## src/rtl/uart_tx_fifo.sv

```systemverilog
// Buffered UART transmitter: a byte FIFO feeding an LSB-first serialiser with
// optional parity and one or two stop bits. All line-facing outputs are registered.
module uart_tx_fifo #(
    parameter int CLKS_PER_BIT = 434,
    parameter int FIFO_DEPTH   = 8,
    parameter int PARITY_EN    = 0,
    parameter int PARITY_ODD   = 0,
    parameter int STOP_BITS    = 1
) (
    input  logic                        clk,
    input  logic                        rst_n,
    input  logic                        i_tx_valid,
    input  logic [7:0]                  i_tx_byte,
    output logic                        o_tx_ready,
    output logic                        o_tx_serial,
    output logic                        o_tx_active,
    output logic                        o_tx_done,
    output logic [$clog2(FIFO_DEPTH):0] o_fifo_count
);
    localparam int AW = $clog2(FIFO_DEPTH);
    localparam int CW = AW + 1;
    localparam int BW = $clog2(CLKS_PER_BIT);
    localparam logic [BW-1:0] BAUD_MAX  = BW'(CLKS_PER_BIT - 1);
    localparam logic [CW-1:0] DEPTH_C   = CW'(FIFO_DEPTH);
    localparam logic          STOP_LAST = (STOP_BITS == 2) ? 1'b1 : 1'b0;
    localparam logic          ODD_C     = (PARITY_ODD != 0) ? 1'b1 : 1'b0;

    typedef enum logic [2:0] {
        IDLE   = 3'd0,
        START  = 3'd1,
        DATA   = 3'd2,
        PARITY = 3'd3,
        STOP   = 3'd4
    } state_e;

    logic [7:0]    mem_q [FIFO_DEPTH];
    logic [AW-1:0] wr_ptr_q, wr_ptr_d, rd_ptr_q, rd_ptr_d;
    logic [CW-1:0] count_q, count_d;
    state_e        state_q, state_d;
    logic [BW-1:0] baud_q, baud_d;
    logic [2:0]    bit_idx_q, bit_idx_d;
    logic          stop_cnt_q, stop_cnt_d;
    logic [7:0]    shift_q, shift_d;
    logic          serial_q, serial_d;
    logic          active_q, active_d;
    logic          done_q, done_d;
    logic          push_s, pop_s, tick_s, fifo_nonempty_s;

    assign o_tx_ready      = (count_q < DEPTH_C);
    assign push_s          = i_tx_valid && o_tx_ready;
    assign tick_s          = (baud_q == BAUD_MAX);
    assign fifo_nonempty_s = (count_q != {CW{1'b0}});

    // FIFO storage; contents need no reset because the pointers define validity
    always_ff @(posedge clk) begin
        if (push_s) begin
            mem_q[wr_ptr_q] <= i_tx_byte;
        end
    end

    // FIFO pointer and occupancy next-state
    always_comb begin
        wr_ptr_d = push_s ? (wr_ptr_q + AW'(1)) : wr_ptr_q;
        rd_ptr_d = pop_s  ? (rd_ptr_q + AW'(1)) : rd_ptr_q;
        case ({push_s, pop_s})
            2'b10:   count_d = count_q + CW'(1);
            2'b01:   count_d = count_q - CW'(1);
            default: count_d = count_q;
        endcase
    end

    // State register and all registered datapath/outputs
    always_ff @(posedge clk or negedge rst_n) begin
        if (!rst_n) begin
            wr_ptr_q   <= {AW{1'b0}};
            rd_ptr_q   <= {AW{1'b0}};
            count_q    <= {CW{1'b0}};
            state_q    <= IDLE;
            baud_q     <= {BW{1'b0}};
            bit_idx_q  <= 3'd0;
            stop_cnt_q <= 1'b0;
            shift_q    <= 8'h00;
            serial_q   <= 1'b1;
            active_q   <= 1'b0;
            done_q     <= 1'b0;
        end else begin
            wr_ptr_q   <= wr_ptr_d;
            rd_ptr_q   <= rd_ptr_d;
            count_q    <= count_d;
            state_q    <= state_d;
            baud_q     <= baud_d;
            bit_idx_q  <= bit_idx_d;
            stop_cnt_q <= stop_cnt_d;
            shift_q    <= shift_d;
            serial_q   <= serial_d;
            active_q   <= active_d;
            done_q     <= done_d;
        end
    end

    // Next-state: frame sequencing, baud counting and FIFO pop
    always_comb begin
        state_d    = state_q;
        baud_d     = tick_s ? {BW{1'b0}} : (baud_q + BW'(1));
        bit_idx_d  = bit_idx_q;
        stop_cnt_d = stop_cnt_q;
        shift_d    = shift_q;
        pop_s      = 1'b0;
        case (state_q)
            IDLE: begin
                baud_d = {BW{1'b0}};
                if (fifo_nonempty_s) begin
                    pop_s     = 1'b1;
                    shift_d   = mem_q[rd_ptr_q];
                    bit_idx_d = 3'd0;
                    state_d   = START;
                end else begin
                    state_d   = IDLE;
                end
            end
            START: begin
                if (tick_s) begin
                    bit_idx_d = 3'd0;
                    state_d   = DATA;
                end else begin
                    state_d   = START;
                end
            end
            DATA: begin
                if (tick_s && (bit_idx_q == 3'd7)) begin
                    stop_cnt_d = 1'b0;
                    state_d    = (PARITY_EN != 0) ? PARITY : STOP;
                end else if (tick_s) begin
                    bit_idx_d  = bit_idx_q + 3'd1;
                end else begin
                    state_d    = DATA;
                end
            end
            PARITY: begin
                if (tick_s) begin
                    stop_cnt_d = 1'b0;
                    state_d    = STOP;
                end else begin
                    state_d    = PARITY;
                end
            end
            STOP: begin
                // Final stop cycle chains straight into the next frame when data waits
                if (tick_s && (stop_cnt_q == STOP_LAST) && fifo_nonempty_s) begin
                    pop_s      = 1'b1;
                    shift_d    = mem_q[rd_ptr_q];
                    bit_idx_d  = 3'd0;
                    state_d    = START;
                end else if (tick_s && (stop_cnt_q == STOP_LAST)) begin
                    state_d    = IDLE;
                end else if (tick_s) begin
                    stop_cnt_d = 1'b1;
                end else begin
                    state_d    = STOP;
                end
            end
            default: begin
                state_d = IDLE;
            end
        endcase
    end

    // Outputs derived from next-state so the registered line tracks state_q
    always_comb begin
        case (state_d)
            IDLE:    serial_d = 1'b1;
            START:   serial_d = 1'b0;
            DATA:    serial_d = shift_d[bit_idx_d];
            PARITY:  serial_d = (^shift_d) ^ ODD_C;
            STOP:    serial_d = 1'b1;
            default: serial_d = 1'b1;
        endcase
        active_d = (state_d != IDLE);
        done_d   = (state_d == STOP) && (baud_d == BAUD_MAX) && (stop_cnt_d == STOP_LAST);
    end

    assign o_tx_serial  = serial_q;
    assign o_tx_active  = active_q;
    assign o_tx_done    = done_q;
    assign o_fifo_count = count_q;

endmodule

```

## config.mk

```make
export PLATFORM = sky130hd
export DESIGN_NAME = uart_tx_fifo
export DESIGN_NICKNAME = d
export VERILOG_FILES = /design/src/rtl/uart_tx_fifo.sv
export SDC_FILE = /design/constraint.sdc
export NUM_CORES = 1
export LEC_CHECK = 0
export ABC_CLOCK_PERIOD_IN_PS = 8500
export CAP_MARGIN = 20
export CORE_UTILIZATION = 45
export CTS_BUF_LIST = sky130_fd_sc_hd__clkbuf_4 sky130_fd_sc_hd__clkbuf_8 sky130_fd_sc_hd__clkbuf_16
export DETAILED_ROUTE_END_ITERATION = 8
export PLACE_DENSITY = 0.63
export SYNTH_ARGS = -nofsm -noshare
export SYNTH_HDL_FRONTEND = slang
export SYNTH_SLANG_ARGS = --single-unit
```

## constraint.sdc

```tcl
create_clock -name clk -period 8.5 [get_ports clk]
set_input_delay 0.85 -clock clk [delete_from_list [all_inputs] [get_ports clk]]
set_output_delay 0.85 -clock clk [all_outputs]
set_load 0.02 [all_outputs]
```

* Word level (Yosys, flattened, before mapping)
Memory sizes are Yosys's and may differ from the RTL's.
Cells that the tools add are included.
** Word-level totals
- Register bits :: 37
- RAM bits :: 64
- Input port bits :: 11
- Output and inout port bits :: 8
- Memories kept :: 1
** Cells by class
- $add $sub $neg :: 6
- Order comparisons :: 2
- Equality and inequality tests :: 13
- Muxes and demuxes :: 35
- Bitwise gates (word level) :: 2
- Reductions and logical operators :: 11
** Memory list
- mem_q :: depth 8, width 8, read ports 1, clocked after Yosys merged registers in 0, write ports 1, line 36 : logic [7:0] mem_q [FIFO_DEPTH];
** Operator list (count)
- 2-to-1 mux 3 bit :: 11
- == test 9 bit (second input constant) :: 2
- 2-to-1 mux 9 bit :: 2
- 2-to-1 mux 8 bit :: 2
- case mux 8 bit (2 select lines) :: 1
- case mux 3 bit (5 select lines) :: 1
- == test 3 x 2 -> 1 bit (second input constant) :: 4
- case mux 3 bit (4 select lines) :: 1
- 2-to-1 mux 1 bit :: 11
- adder 3 x 1 -> 3 bit (second input constant) :: 3
- adder 9 x 1 -> 9 bit (second input constant) :: 1
- == test 3 bit (second input constant) :: 3
- case mux 4 bit (2 select lines) :: 1
- XOR reduction 8 bit :: 1
- == test 3 x 1 -> 1 bit (second input constant) :: 2
- logical AND 1 bit :: 6
- case mux 1 bit (3 select lines) :: 2
- adder 4 x 1 -> 4 bit (second input constant) :: 1
- < comparator 3 x 4 -> 1 bit (second input constant) :: 1
- < comparator 4 bit (second input constant) :: 1
- nonzero test 4 bit :: 1
- subtractor 4 x 1 -> 4 bit (second input constant) :: 1
- binary-select mux 1 bit (select 3 bit) :: 1
- logical NOT 3 bit :: 1
- 7 further kinds :: 8

* Depth between registers and ports, before layout
Gate-level depths: netlist of the first run.
- Depth in word-level cells :: 8
- Mapped depth :: 16
- Gate-level depth less buffers :: 13

* Least setup slack after synthesis of the first run
OpenSTA, ideal clock, no wires.
- Kind :: reg2reg
- Start point :: register baud_q[1]
- End point :: register count_q[3], in the netlist o_fifo_count[3]
- Setup time :: 128 ps
- Data arrival time :: 2632 ps
- Data required time :: 8372 ps
- Slack :: 5740 ps
- Stages on the path, launching flop included :: 17
- Buffers on the path :: 3
- Period minus slack after synthesis :: 2760 ps
- Cell sequence :: dfrtp_1 inv_1 ha_1 and4bb_1 buf_4 nand3b_4 a211o_1 buf_6 buf_4 inv_1 ha_1 ha_1 a21o_1 a21oi_1 xnor2_1 nor2_1 xnor2_1
** On the way
- Longest elaborated chain between the ends :: 7
- Elaborated cells between the ends (all ways) :: 9
- Those cells by class :: 3 x eq/ne; 3 x mux; 3 x reduce/logical
** RTL lines
- from (decl) :: line 40 : logic [BW-1:0] baud_q, baud_d;
- from (signal assigned) :: line 79 : baud_q <= {BW{1'b0}};
- from (signal assigned) :: line 91 : baud_q <= baud_d;
- == test 9 bit (*) :: line 51 : assign tick_s = (baud_q == BAUD_MAX);
- logical AND 1 bit (*) (2 in a row) :: line 149 : if (tick_s && (stop_cnt_q == STOP_LAST) && fifo_nonempty_s) begin
- 2-to-1 mux 1 bit (*) :: line 149
- case mux 1 bit (2 select lines) (*) :: line 109 : case (state_q)
- via pop_s :: line 47 : logic push_s, pop_s, tick_s, fifo_nonempty_s;
- == test 2 x 1 -> 1 bit or == test 2 bit (tied branches) :: line 65 : case ({push_s, pop_s})
- case mux 4 bit (2 select lines) or nonzero test 2 bit (tied branches)
- to (signal assigned) :: line 77 : count_q <= {CW{1'b0}};
- to (signal assigned) :: line 89 : count_q <= count_d;
- to (decl) :: line 38 : logic [CW-1:0] count_q, count_d;
The timed path passes the listed nets; every way through them passes the cells marked *.
A chain may end at the register's enable or synchronous reset.

* Worst setup path in the final report of the first run
- Start point :: register rd_ptr_q[0]
- End point :: register serial_q, in the netlist o_tx_serial
** On the way
- Longest elaborated chain between the ends :: 6
- Elaborated cells between the ends (all ways) :: 8
- Those cells by class :: 6 x mux; 1 x reduce/logical; 1 x memory
** RTL lines
- from (decl) :: line 37 : logic [AW-1:0] wr_ptr_q, wr_ptr_d, rd_ptr_q, rd_ptr_d;
- from (signal assigned) :: line 76 : rd_ptr_q <= {AW{1'b0}};
- from (signal assigned) :: line 88 : rd_ptr_q <= rd_ptr_d;
- memory (8 x 8 bit) (*)
- 2-to-1 mux 8 bit, on equally long branches :: line 149, 112
- case mux 8 bit (2 select lines) (*) :: line 109
- via shift_d[7] :: line 43 : logic [7:0] shift_q, shift_d;
- binary-select mux 1 bit (select 3 bit) :: line 173 : DATA: serial_d = shift_d[bit_idx_d];
- 2-to-1 mux 1 bit (implied by the code) :: line 173
- case mux 1 bit (3 select lines) (*) :: line 170 : case (state_d)
- via serial_d :: line 44 : logic serial_q, serial_d;
- to (signal assigned) :: line 95 : serial_q <= serial_d;
- to (decl) :: line 44
The timed path passes the listed nets; every way through them passes the cells marked *. The select of a mux whose other input is x is not followed.

==> flow_summary_export.csv, run 1 <==
group,metric,value,unit
flow_run,cap_violations,0,
yosys,yosysWarnings,0,
placed_design,post-dp-hpwl,5292,µm
clocking,numCtsBuffers,9,
critical_path,arrival,3.44,ns
pwr,irDropWorstVdd,0.1786,mV
clocking,htreeDepth,3,
placed_design,portBuffers,18,
yosys,synth_common_cells,"edfxtp_1, dfrtp_1, nor2_1, nand2_1, inv_1",
sta,rsz0062_at_grt,"no",
global_route,grt_max_degree,38,
sta,final_max_slew_viol_count,0,
detailed_routing,postRouteAntennaNets,0,
floorplan,io_pins,19,
global_route,grt_pass1_wl,13210,µm
sta,timing.final.crit_share,0.3710,
clocking,ctsResizeCount,0,
sta,max_freq,317.1,MHz
yosys,syn_nets,330,
detailed_routing,drc_errors,0,
yosys,synthDistinctLibCells,53,
sta,tns,0,ns
yosys,syn_area,4582,µm²
finish,multiInputGateArea,1589,µm²
clocking,cts_tree,"built",
global_route,overflow,0,
sta,setup_viol,0,
pwr,p_leak,0.001994,µW
critical_path,critPathMaxFanout,18,
sta,max_slew_margin,0.3223,
global_route,track_usage,0.1745,
detailed_routing,wl_per_cell,17.10,µm
critical_path,required,8.78,ns
yosys,synthTopCellsByArea,"edfxtp_1, dfrtp_1, mux4_2",
placed_design,dp_cells,449,
yosys,synth_cells,308,
clocking,clock_latency,0.36,ns
sta,worstMarginPinSlew,1.017,ns
yosys,synth-edff-count,64,
sta,hold_viol,0,
yosys,synth_top_area_share,0.4194,
floorplan,initial_core_util,0.4666,
detailed_routing,drt_iter0_markers,121,
finish,insertedDiodeCount,0,
sta,final.setup_skew,0.009032,ns
floorplan,core,9819,µm²
yosys,synth_most_common_cell,"edfxtp_1",
critical_path,r2r_slack,5.35,ns
floorplan,rows,36,
yosys,synth_ff_type,"edfxtp_1",
yosys,syn_avg_cell_area,14.88,µm²
finish,final_nets,349,
critical_path,critPathCaptureType,"register",
yosys,yosysTopAreaCell,"edfxtp_1",
floorplan,die_w,102.9,µm
detailed_routing,viasPerCell,5.318,
clocking,cts_setup_buffers,0,
finish,layout-drive-gt1-share,0.1416,
clocking,clk_path_buf_depth,2,
detailed_routing,wirelength,7952,µm
run_status,status,"finished, final reports clean",
finish,syn_to_final_growth,9.776,%
detailed_routing,vias,2473,
clocking,cts-root-buf,"clkbuf_8",
global_route,grt_pass1_vias,2433,
finish,nFillCells,872,
yosys,async_flop_share,0.3663,
finish,instances_no_fill,465,
sta,min_period,3.154,ns
yosys,yosysSeqAreaShare,0.6218,
yosys,ys_seq_elements,101,
clocking,clock-sinks,101,
clocking,cts_hold_buf,0,
min_path,hold_path_class,"register to register",
floorplan,die_area,10590,µm²
placed_design,gp_congestion,0.7844,
clocking,clk_pin_slew,0.10,ns
finish,seq_area,2849,µm²
floorplan,die_y,102.9,µm
global_route,antenna_found_initial,0,
detailed_routing,dr.pass1.iters,4,
critical_path,critical_path_class,"register to register",
critical_path,cp-start-kind,"register",
pwr,powerDensity,209.4,nW/µm²
[worst paths after layout]
check,cells after the start,start,endpoint
min in group asynchronous,1,rst_n,baud_q[5]$_DFF_PN0_
worst max-delay path,7,rd_ptr_q[0]$_DFFE_PN0P_,o_tx_serial$_DFF_PN1_
worst min-delay path,1,wr_ptr_q[2]$_DFFE_PN0P_,wr_ptr_q[2]$_DFFE_PN0P_
worst max register to register,7,rd_ptr_q[0]$_DFFE_PN0P_,o_tx_serial$_DFF_PN1_
worst min register to register,1,wr_ptr_q[2]$_DFFE_PN0P_,wr_ptr_q[2]$_DFFE_PN0P_
max in group asynchronous,1,rst_n,shift_q[5]$_DFF_PN0_
[per-stage QoR]
step                      power [µW]  hold slack (ns)    util  setup WS (ns)  cell area [µm²]
after floorplan                709.0           0.4574       -          5.740             4582
after global placement         770.7           0.4841  0.4936          5.366             4847
after detailed placement       777.2           0.4827  0.4936          5.325             4847
after CTS                       1065           0.5008  0.5122          5.281             5030
after global routing            1102           0.5358  0.5122          5.090             5030
final                           1053           0.5040  0.5122          5.346             5030
[routing by layer]
metal | share of wire | GRT usage | wire, µm
met3 | 0.030 | 0.04814 | 239
met5 | 0 | 0 | 0
met2 | 0.49 | 0.2867 | 3868
met1 | 0.46 | 0.2243 | 3691
met4 | 0.019 | 0.06067 | 152
[kinds of logic (layout without fill, tap and decap cells)]
| group | count (synthesis) | in the layout | share of synthesized area |
|---|---|---|---|
| flops | 101 | 101 | 0.6218 |
| simple gates | 81 | 81 | 0.09039 |
| xor+xnor | 22 | 22 | 0.04833 |
| fa+ha+maj | 11 | 11 | 0.03168 |
| compound gates | 32 | 32 | 0.04506 |
| mux | 35 | 35 | 0.1314 |
| buf+inv | 26 | 50 | 0.03140 |
[critical path, cell delays in order (launching register included)]
cell and delay (ns):
dfrtp_1 1.03, mux4_1 0.64, mux2_2 0.28, mux2_4 0.30, xnor2_2 0.12, xnor3_1 0.42
a31oi_1 0.19, o31ai_1 0.09
[flip-flops by register name, indices dropped and copies added, names as in the netlist]
name          count
baud_q            9
bit_idx_q         3
mem_q            64
o_fifo_count      4
o_tx_active       1
o_tx_done         1
o_tx_serial       1
rd_ptr_q          3
shift_q           8
state_q           3
stop_cnt_q        1
wr_ptr_q          3
[report_power, final]
part | internal [µW] | switching (µW)
Clock | 115 | 174
Sequential | 571 | 28.1
Combinational | 76.7 | 87.2
Total | 763 | 290
[cells in the final DEF (no fill, tap or decap), types with 2 or more instances in the layout]
cell type / count
a21o_1: 3
a21oi_1: 7
a31oi_1: 4
buf_4: 2
clkbuf_8: 9
clkdlybuf4s50_1: 17
dfrtp_1: 36
edfxtp_1: 64
ha_1: 10
inv_1: 14
inv_6: 3
mux2_2: 7
mux2_4: 4
mux2i_1: 8
mux4_1: 6
mux4_2: 10
nand2_1: 21
nand2b_1: 6
nand3_1: 7
nor2_1: 24
nor3_1: 5
nor4_1: 4
o21a_1: 2
o21ai_0: 7
or3_1: 2
xnor2_1: 11
xnor2_2: 2
xor2_1: 8
[area by class of cell]
class                           count  area share
Clock buffer                       10     0.02612
Sequential cell                   101      0.5664
Clock inverter                      6     0.01020
Inverter                           14     0.01045
Timing Repair Buffer               20     0.03781
Multi-Input combinational cell    181      0.3159
Tap cell                          133     0.03308
Power figures use the tool's default switching activity.
==> run 2, diff against run 1 <==
--- a/config.mk
+++ b/config.mk
@@ -5,12 +5,12 @@
 export SDC_FILE = /design/constraint.sdc
 export NUM_CORES = 1
 export LEC_CHECK = 0
-export ABC_CLOCK_PERIOD_IN_PS = 8500
+export ABC_CLOCK_PERIOD_IN_PS = 2700
 export CAP_MARGIN = 20
 export CORE_UTILIZATION = 45
 export CTS_BUF_LIST = sky130_fd_sc_hd__clkbuf_4 sky130_fd_sc_hd__clkbuf_8 sky130_fd_sc_hd__clkbuf_16
 export DETAILED_ROUTE_END_ITERATION = 8
-export PLACE_DENSITY = 0.63
+export PLACE_DENSITY = 0.65
 export SYNTH_ARGS = -nofsm -noshare
 export SYNTH_HDL_FRONTEND = slang
 export SYNTH_SLANG_ARGS = --single-unit
==> constraint.sdc (replaced) <==
create_clock -name clk -period 2.7 [get_ports clk]
set_input_delay 0.27 -clock clk [delete_from_list [all_inputs] [get_ports clk]]
set_output_delay 0.27 -clock clk [all_outputs]
set_load 0.02 [all_outputs]
==> run 2 against run 1 <==
  * Critical path depth is 1 higher
  * Clock power rose to 3.1 times the previous value
  * Critical endpoint unchanged
  * Critical path type unchanged
  * Largest power group unchanged
  * Non-clock buffer count up 27
  * Flip-flop and latch count is the same
  * Fmax increased by 21%
  * Register-to-register slack worse by 5.3 ns
  * Hold slack worse by 0.52 ns
  * The run now ends with negative hold slack left
  * Die area unchanged
==> flow_summary_export.csv, run 2 (same netlist as run 1, synthesis figures left out) <==
group,metric,value,unit
run_status,status,"finished with violations",
critical_path,critPathSlowestCell,"mux4_2",
placed_design,gp_congestion,0.8498,
finish,nFillCells,840,
critical_path,critPathMaxFanout,18,
finish,largest_registers,"mem_q: 64 flops, baud_q: 9 flops, shift_q: 8 flops",
clocking,clock-sinks,101,
clocking,cts_hold_buf,0,
global_route,grt_pass1_wl,13230,µm
floorplan,io_pins,19,
sta,hold-worst-slack,-0.01750,ns
clocking,numCtsBuffers,9,
pwr,powerDensity,631.6,nW/µm²
sta,tns,0,ns
sta,max_freq,382.6,MHz
flow_run,cap_violations,0,
detailed_routing,dr.pass1.iters,5,
critical_path,critPathCaptureType,"register",
detailed_routing,wirelength,7932,µm
floorplan,die_y,102.9,µm
clocking,clock_latency,0.36,ns
global_route,overflow,0,
finish,layout-drive-gt1-share,0.2340,
critical_path,critical_path_class,"register to register",
sta,max_slew_margin,0.4522,
global_route,grt_max_degree,38,
min_path,hold_path_class,"input port to asynchronous set/reset pin",
finish,syn_to_final_growth,15.81,%
floorplan,die_w,102.9,µm
clocking,cts_tree,"built",
critical_path,crit_chain,"buf_12 -> mux4_2 -> mux2_2 -> mux2_4 -> xnor2_2 -> xnor3_1 -> a31oi_1 -> o31ai_1",
critical_path,required,2.98,ns
sta,hold_viol,15,
placed_design,post-dp-hpwl,5238,µm
critical_path,cp-start-kind,"register",
sta,timing.final.crit_share,0.9681,
global_route,grt_pass1_vias,2530,
pwr,p_leak,0.002151,µW
detailed_routing,vias,2576,
finish,largest_reg_flops,64,
finish,layout_common_cells,"edfxtp_1, dfrtp_1, buf_4",
critical_path,slowest_delay,0.52,ns
floorplan,initial_core_util,0.4666,
sta,min_period,2.614,ns
floorplan,die_area,10590,µm²
detailed_routing,viasPerCell,5.236,
detailed_routing,drt_iter0_markers,109,
run_status,violations,"negative hold slack",
finish,stdcell_area,5306,µm²
finish,final_nets,376,
finish,layout_commonest_cell,"edfxtp_1",
critical_path,cp_top_family,"multiplexers",
placed_design,portBuffers,18,
clocking,cts-root-buf,"clkbuf_8",
global_route,antenna_found_initial,0,
detailed_routing,drc_errors,0,
sta,worstMarginPinSlew,0.8217,ns
critical_path,crit_buf_inv,1,
finish,final_util,0.5404,
placed_design,dpl_cell_area,5066,µm²
finish,regMostFlops,"mem_q",
global_route,track_usage,0.1711,
critical_path,arrival,2.90,ns
pwr,irDropWorstVdd,0.4665,mV
sta,setup_viol,0,
sta,final_max_slew_viol_count,0,
clocking,clk_pin_slew,0.10,ns
sta,rsz0062_at_grt,"yes",
sta,final.setup_skew,0.01058,ns
detailed_routing,wl_per_cell,16.12,µm
floorplan,rows,36,
floorplan,core,9819,µm²
finish,insertedDiodeCount,0,
clocking,clk_path_buf_depth,2,
clocking,htreeDepth,3,
detailed_routing,postRouteAntennaNets,0,
==> run 2: changes by cell type in the layout (fill, tap and decap cells not counted), moves of 2 or more <==
cell / before / now
mux4_2: 10 / 12
buf_12: 0 / 2
mux4_1: 6 / 4
buf_4: 2 / 26
inv_6: 3 / 1
==> run 2: final cells by class <==
cell class	count	area, µm²	area share
Tap cell	133	166.4	0.03136
Clock inverter	6	58.81	0.01108
Multi-Input combinational cell	181	1624	0.3061
Timing Repair Buffer	47	421.7	0.07946
Sequential cell	101	2849	0.5369
Clock buffer	10	131.4	0.02476
Inverter	14	55.05	0.01037
==> run 2: path summary, 6_finish.rpt <==
kind / from / to / slack (ns) / cells after the start
hold reg to reg: wr_ptr_q[2]$_DFFE_PN0P_ / wr_ptr_q[2]$_DFFE_PN0P_ / 0.50 / 1
max in group asynchronous: rst_n / shift_q[2]$_DFF_PN0_ / 2.18 / 1
hold / removal: rst_n / baud_q[3]$_DFF_PN0_ / -0.02 / 1
setup reg to reg: rd_ptr_q[0]$_DFFE_PN0P_ / o_tx_serial$_DFF_PN1_ / 0.09 / 8
min in group clk: wr_ptr_q[2]$_DFFE_PN0P_ / wr_ptr_q[2]$_DFFE_PN0P_ / 0.50 / 1
setup / recovery: rd_ptr_q[0]$_DFFE_PN0P_ / o_tx_serial$_DFF_PN1_ / 0.09 / 8
==> run 2: stage by stage <==
stage	hold slack [ns]	std cells	power [µW]	setup slack [ns]
2_1_floorplan	-0.02559	308	2238	0.02600
3_3_place_gp	0.4252	474	2473	0.06930
3_5_place_dp	0.4263	474	2490	0.01931
4_1_cts	0.01577	490	3396	0.02743
5_1_grt	0.04884	492	3511	-0.01808
6_report	-0.01750	492	3351	0.08600
==> run 2: worst register-to-register path, stage by stage, from the launching register on <==
cell and delay (ns):
dfrtp_1 0.39, buf_12 0.20, mux4_2 0.53, mux2_2 0.29, mux2_4 0.30, xnor2_2 0.15, xnor3_1 0.41, a31oi_1 0.18
o31ai_1 0.09
==> run 2: power by group <==
| part | leakage [µW] | internal (µW) | switching, µW | total [µW] |
|---|---|---|---|---|
| clock network | 0.0000989 | 365 | 534 | 899 |
| registers | 0.00103 | 1800 | 81.5 | 1880 |
| logic | 0.00102 | 283 | 291 | 574 |
| total | 0.00215 | 2440 | 907 | 3350 |
==> run 2: what timing repair did <==
| action | in CTS | in global routing |
|---|---|---|
| hold endpoints to repair | 0 | 0 |
| gates cloned | 0 | 0 |
| gates resized for setup | 1 | 11 |
| setup endpoints to repair | 2 | 3 |
| pin swaps | 0 | 5 |
| setup buffers | 0 | 2 |
==> run 2: layer usage <==
layer / global-route usage / part of all wire / vias up
met3: 0.04475 / 0.028 / 9
met5: 0 / 0 / -
met1: 0.2284 / 0.48 / 1299
met2: 0.2769 / 0.48 / 34
li1: - / - / 1234
met4: 0.05092 / 0.012 / 0
